### config.mk
export PLATFORM = sky130hd
export DESIGN_NAME = sysarr_out_fifo_ctrl
export DESIGN_NICKNAME = d
export VERILOG_FILES = /design/src/rtl/sys_arr_pkg.sv /design/src/rtl/sysarr_row_serializer.sv /design/src/rtl/sysarr_out_fifo_ctrl.sv
export SDC_FILE = /design/constraint.sdc
export NUM_CORES = 1
export LEC_CHECK = 0
export CORE_MARGIN = 4
export CORE_UTILIZATION = 29
export DETAILED_ROUTE_END_ITERATION = 10
export PLACE_DENSITY = 0.64
export SLEW_MARGIN = 5
export SYNTH_ARGS = -nofsm -noshare
export SYNTH_HDL_FRONTEND = slang
export SYNTH_HIERARCHICAL = 1
export SYNTH_SLANG_ARGS = --single-unit
### constraint.sdc
create_clock -name clk -period 2.5 [get_ports clk]
set_input_delay 0.25 -clock clk [delete_from_list [all_inputs] [get_ports clk]]
set_output_delay 0.25 -clock clk [all_outputs]
set_load 0.02 [all_outputs]
### src/rtl/sys_arr_pkg.sv
// Shared definitions for the systolic-array output FIFO controller.
// Holds the array geometry (N elements per row / rows per tile, DW bits
// per element), the derived counter widths and the controller state type.
package sys_arr_pkg;

  localparam int N  = 4;
  localparam int DW = 16;
  // Counters must reach N (rows_in saturates at N), hence N+1 codes.
  localparam int CW = $clog2(N + 1);
  // Row index width inside a tile.
  localparam int RW = (N > 1) ? $clog2(N) : 1;

  typedef enum logic [2:0] {
    IDLE     = 3'd0,
    WAIT_ROW = 3'd1,
    SHIFT    = 3'd2,
    PRESENT  = 3'd3,
    DONE     = 3'd4
  } out_ctrl_state_t;

endpackage

### src/rtl/sysarr_row_serializer.sv
// Row serializer for the systolic-array output FIFO.
// Keeps a one-entry hold buffer for an accepted row and a shift register
// that feeds the FIFO one element per cycle, element 0 first.
// Ports:
//   clk, RST          clock, synchronous active-high reset
//   accept            row handshake this cycle: capture row_data into hold
//   row_data          N*DW row, element k at [k*DW +: DW]
//   load              move hold into the shift register (SHIFT entry edge)
//   shifting          controller is in SHIFT
//   hold_full         hold buffer occupied
//   fifo_shift        shift strobe to the output FIFO
//   fifo_shift_value  element pushed into the FIFO top slot
//   shift_last        final shift cycle of the current row
module sysarr_row_serializer
  import sys_arr_pkg::*;
(
  input  logic            clk,
  input  logic            RST,
  input  logic            accept,
  input  logic [N*DW-1:0] row_data,
  input  logic            load,
  input  logic            shifting,
  output logic            hold_full,
  output logic            fifo_shift,
  output logic [DW-1:0]   fifo_shift_value,
  output logic            shift_last
);

  logic [N*DW-1:0] hold_r;
  logic            hold_full_r;
  logic [N*DW-1:0] shreg_r;
  logic [CW-1:0]   shift_cnt_r;

  // Hold buffer: filled by the row handshake, emptied when moved to shreg.
  // accept and load are mutually exclusive because row_ready is low
  // whenever the hold buffer is full.
  always_ff @(posedge clk) begin
    if (RST) begin
      hold_r      <= {(N*DW){1'b0}};
      hold_full_r <= 1'b0;
    end else if (accept) begin
      hold_r      <= row_data;
      hold_full_r <= 1'b1;
    end else if (load) begin
      hold_full_r <= 1'b0;
    end
  end

  // Shift register and shift counter: load on SHIFT entry, then step right
  // one element per SHIFT cycle so the low element is always the next push.
  always_ff @(posedge clk) begin
    if (RST) begin
      shreg_r     <= {(N*DW){1'b0}};
      shift_cnt_r <= {CW{1'b0}};
    end else if (load) begin
      shreg_r     <= hold_r;
      shift_cnt_r <= {CW{1'b0}};
    end else if (shifting) begin
      shreg_r     <= shreg_r >> DW;
      shift_cnt_r <= shift_cnt_r + CW'(1);
    end
  end

  assign hold_full        = hold_full_r;
  assign fifo_shift       = shifting;
  assign fifo_shift_value = shifting ? shreg_r[DW-1:0] : {DW{1'b0}};
  assign shift_last       = shifting && (shift_cnt_r == CW'(N - 1));

endmodule

### src/rtl/sysarr_out_fifo_ctrl.sv
// Output FIFO sequencer for one N-row systolic-array result tile.
// Accepts rows over valid/ready, serialises each into the output FIFO with
// N shift pulses, then presents the assembled FIFO contents downstream with
// the row index, and pulses tile_done after the last row is taken.
// Ports:
//   clk, RST                     clock, synchronous active-high reset
//   start                        begin a tile (only looked at in IDLE)
//   row_valid/row_ready/row_data row intake handshake
//   fifo_shift/fifo_shift_value  FIFO shift strobe and pushed element
//   fifo_out                     FIFO contents
//   out_valid/out_ready          downstream handshake
//   out_data                     fifo_out pass-through
//   out_row                      row index of out_data within the tile
//   busy, tile_done              status
module sysarr_out_fifo_ctrl
  import sys_arr_pkg::*;
(
  input  logic            clk,
  input  logic            RST,
  input  logic            start,
  input  logic            row_valid,
  output logic            row_ready,
  input  logic [N*DW-1:0] row_data,
  output logic            fifo_shift,
  output logic [DW-1:0]   fifo_shift_value,
  input  logic [N*DW-1:0] fifo_out,
  output logic            out_valid,
  input  logic            out_ready,
  output logic [N*DW-1:0] out_data,
  output logic [RW-1:0]   out_row,
  output logic            busy,
  output logic            tile_done
);

  out_ctrl_state_t state_r;
  out_ctrl_state_t state_nxt_s;
  logic [CW-1:0]   rows_in_r;
  logic [CW-1:0]   rows_out_r;
  logic            hold_full_s;
  logic            shift_last_s;
  logic            accept_s;
  logic            load_s;
  logic            shifting_s;
  logic            out_fire_s;

  // All handshake-facing outputs decode registered state only.
  assign row_ready  = ((state_r == WAIT_ROW) || (state_r == SHIFT) ||
                       (state_r == PRESENT)) && !hold_full_s &&
                      (rows_in_r < CW'(N));
  assign accept_s   = row_valid && row_ready;
  assign shifting_s = (state_r == SHIFT);
  assign out_valid  = (state_r == PRESENT);
  assign out_fire_s = out_valid && out_ready;
  assign out_row    = out_valid ? rows_out_r[RW-1:0] : {RW{1'b0}};
  assign out_data   = fifo_out;
  assign busy       = (state_r != IDLE);
  assign tile_done  = (state_r == DONE);
  // The hold-to-shreg transfer happens on every edge that enters SHIFT.
  assign load_s     = (state_nxt_s == SHIFT) && (state_r != SHIFT);

  sysarr_row_serializer u_ser (
    .clk              (clk),
    .RST              (RST),
    .accept           (accept_s),
    .row_data         (row_data),
    .load             (load_s),
    .shifting         (shifting_s),
    .hold_full        (hold_full_s),
    .fifo_shift       (fifo_shift),
    .fifo_shift_value (fifo_shift_value),
    .shift_last       (shift_last_s)
  );

  // Next-state logic for the tile sequencer.
  always_comb begin
    state_nxt_s = state_r;
    case (state_r)
      IDLE: begin
        if (start) state_nxt_s = WAIT_ROW;
        else       state_nxt_s = IDLE;
      end
      WAIT_ROW: begin
        if (hold_full_s) state_nxt_s = SHIFT;
        else             state_nxt_s = WAIT_ROW;
      end
      SHIFT: begin
        if (shift_last_s) state_nxt_s = PRESENT;
        else              state_nxt_s = SHIFT;
      end
      PRESENT: begin
        if (out_ready) begin
          if (rows_out_r == CW'(N - 1)) state_nxt_s = DONE;
          else if (hold_full_s)         state_nxt_s = SHIFT;
          else                          state_nxt_s = WAIT_ROW;
        end else begin
          state_nxt_s = PRESENT;
        end
      end
      DONE:    state_nxt_s = IDLE;
      default: state_nxt_s = IDLE;
    endcase
  end

  // State register.
  always_ff @(posedge clk) begin
    if (RST) state_r <= IDLE;
    else     state_r <= state_nxt_s;
  end

  // Per-tile row counters, cleared as the tile finishes.
  always_ff @(posedge clk) begin
    if (RST || (state_r == DONE)) begin
      rows_in_r  <= {CW{1'b0}};
      rows_out_r <= {CW{1'b0}};
    end else begin
      if (accept_s)   rows_in_r  <= rows_in_r + CW'(1);
      if (out_fire_s) rows_out_r <= rows_out_r + CW'(1);
    end
  end

endmodule
==> impl_metrics.ini <==
[timing]
period_needed_ps = 2390
relSlewSlack = 0.509
setup_viol = 0
hold_violations = 0
skew_ps = 11.6
setup_ws_ps = 106
period_share = 0.958
grt_setup_unrepaired = false
setup_tns_ps = 0
final_max_slew_viol_count = 0
whs_ps = 369
worst_pin_slew_ps = 737
max_freq_ghz = 0.418

[place]
place_congestion = 0.708
io_buffers = 91
place_inst = 925
pre_cts_ws_ps = 360
hpwl_um = 10100

[logic_synthesis]
synthesis.area_um2 = 6560
synth-seq-area-share = 0.430
synth_nets = 797
post_synth.cell_area_avg_um2 = 9.96
ys_warn_count = 6
ys_ff_latch = 141
synth_cells = 659
synth_cell_types = 39

[pwr]
pwr-share-clk = 0.428
p_leak_nw = 2.67
p_sw_frac = 0.261
p_int_w = 0.00403
seqPwrFrac = 0.455
combPwrFrac = 0.117
switching_power_w = 0.00143
worst_ir_drop_vdd_uv = 384
power_density_nw_per_um2 = 706

[global_route]
grt_overflow = 0
grt_use_total = 0.119
grt_pass1_wl_um = 23300
grt_pass1_vias = 4360
antenna_found_initial = 1
grt_max_degree = 66

[critical_path]
crit_arrival_ps = 2140
end_kind = primary output
crit_type = flip-flop to primary output
cp.required_ps = 2250
worstSetupStartpointType = flip-flop
crit_path_max_fanout = 22

[clocking]
post_cts_buffers = 0
cts_made_buffers = 17
post_cts_resized = 1
clock_latency_ps = 420
htree_levels = 4
cts.sinks = 141
cts-root-buf = clkbuf_16
clk_pin_slew_ps = 60
postCtsHoldBufs = 0
cts_buffer_depth = 2
cts_tree = built

[die]
die_h_um = 158
rows = 54
die_area_um2 = 25100
design.core.area_um2 = 22000
start_util = 0.298
die_w_um = 158
io_pins = 220

[routing]
detail-route-antenna-nets = 0
viasPerCell = 4.55
wirelength_um = 14800
routedWlPerCell_um = 15.4
first_pass_iters = 4
drt-initial-drc-count = 172
drcViolationCount = 0
via_count = 4357

[run_status]
status = completed

[flow_run]
cap_viol_max_count = 0

[finish]
final_net_count = 802
layout_common_cells = 138 x dfxtp_1, 116 x mux2i_1, 90 x clkdlybuf4s50_1, 68 x nor2_1, 53 x nor2b_1
insertedDiodeCount = 0
final_common_cell = dfxtp_1
final_cells = 957
areaGrowthSynthToFinish_pct = 17.8
drive_above_1_share = 0.0945

[hold_path]
hold_path_class = primary input to flip-flop
logic make-up after synthesis:
group,after synthesis,synth area share
xor+xnor,2,0.00267
simple gates,200,0.168
compound gates,74,0.0858
flops,141,0.430
mux,116,0.177
buf+inv,121,0.126
fa+ha+maj,5,0.00953
layer usage:
layer | GRT usage | vias to the layer above | part of all wire
li1 | - | 2199 | -
met1 | 0.156 | 2032 | 0.47
met2 | 0.188 | 110 | 0.47
met3 | 0.0429 | 14 | 0.057
met4 | 0.0292 | 2 | 0.0071
met5 | 0 | - | 0.0014
cells in the mapped netlist:
| master | count | area (µm²) |
|---|---|---|
| dfxtp_1 | 141 | 2820 |
| mux2i_1 | 116 | 1160 |
| buf_4 | 74 | 556 |
| nor2_1 | 68 | 255 |
| nor2b_1 | 53 | 332 |
| a211oi_1 | 39 | 293 |
| nand2_1 | 21 | 78.8 |
| a21oi_1 | 18 | 90.1 |
| and2_1 | 18 | 113 |
| or3b_1 | 17 | 149 |
| clkbuf_1 | 16 | 60.1 |
| buf_2 | 12 | 60.1 |
| a211oi_2 | 10 | 125 |
| inv_1 | 7 | 26.3 |
| buf_1 | 5 | 18.8 |
| ha_1 | 5 | 62.6 |
| nor3b_1 | 4 | 30.0 |
| and3_1 | 3 | 18.8 |
| buf_12 | 3 | 60.1 |
| buf_6 | 3 | 33.8 |
| nand2b_1 | 3 | 18.8 |
| nand3b_1 | 3 | 22.5 |
| o21ai_0 | 3 | 15.0 |
| nor3_1 | 2 | 10.0 |
| a2111oi_2 | 1 | 15.0 |
| a21oi_2 | 1 | 8.76 |
| a311oi_1 | 1 | 8.76 |
| buf_8 | 1 | 15.0 |
| nand4b_1 | 1 | 8.76 |
| nor2_2 | 1 | 6.26 |
| nor4_1 | 1 | 6.26 |
| nor4_4 | 1 | 21.3 |
| o21bai_1 | 1 | 7.51 |
| or2_2 | 1 | 6.26 |
| or3_1 | 1 | 6.26 |
| or3b_4 | 1 | 11.3 |
| or4_4 | 1 | 11.3 |
| xnor2_1 | 1 | 8.76 |
| xor2_1 | 1 | 8.76 |
path summary, 6_finish.rpt:
path / from / to / slack (ps) / cells past startpoint
setup reg to reg: rows_out_r[0]$_SDFFE_PP0P_ / u_ser/shreg_r[20]$_SDFFE_PP0P_ / 480 / 7
hold reg to reg: u_ser/hold_r[57]$_SDFFE_PP0P_ / u_ser/shreg_r[57]$_SDFFE_PP0P_ / 460 / 2
hold / removal: RST / u_ser/hold_r[57]$_SDFFE_PP0P_ / 370 / 2
setup / recovery: state_r[1]$_SDFF_PP0_ / fifo_shift_value[11] / 110 / 4
through the flow:
stage                     area (µm²)  utilization  total power [W]
after global placement          7180        0.326          0.00317
final                           7730        0.351          0.00546
after floorplan                 6560            -          0.00309
after detailed placement        7180        0.326          0.00318
after CTS                       7730        0.351          0.00554
after global routing            7730        0.351          0.00570
power by group through the flow:
stage	logic, W	registers (W)	clock network, W
2_1_floorplan	0.000610	0.00248	0
3_3_place_gp	0.000640	0.00253	0
3_5_place_dp	0.000647	0.00253	0
4_1_cts	0.000651	0.00248	0.00241
5_1_grt	0.000709	0.00250	0.00250
6_report	0.000641	0.00248	0.00234
final cells by class:
type	count	area, µm²
well taps	280	350
inverters	7	26.3
clock inverters	14	110
clock buffers	18	439
repair buffers	100	1060
fillers	2247	14300
flip-flops and latches	141	2830
multi-input cells	397	2920
sequential cells by signal, summed over array words and instances (netlist names):
register	flops
u_ser/shreg_r	64
rows_out_r	3
u_ser/hold_full	1
u_ser/shift_cnt_r	3
rows_in_r	3
state_r	3
u_ser/hold_r	64
critical path: stages, from the launching register on:
cell	delay, ps
dfxtp_2	440
nor3b_2	290
buf_12	190
and2_1	170
clkdlybuf4s50_1	620
Note: power is estimated with default switching activity, not from simulation.
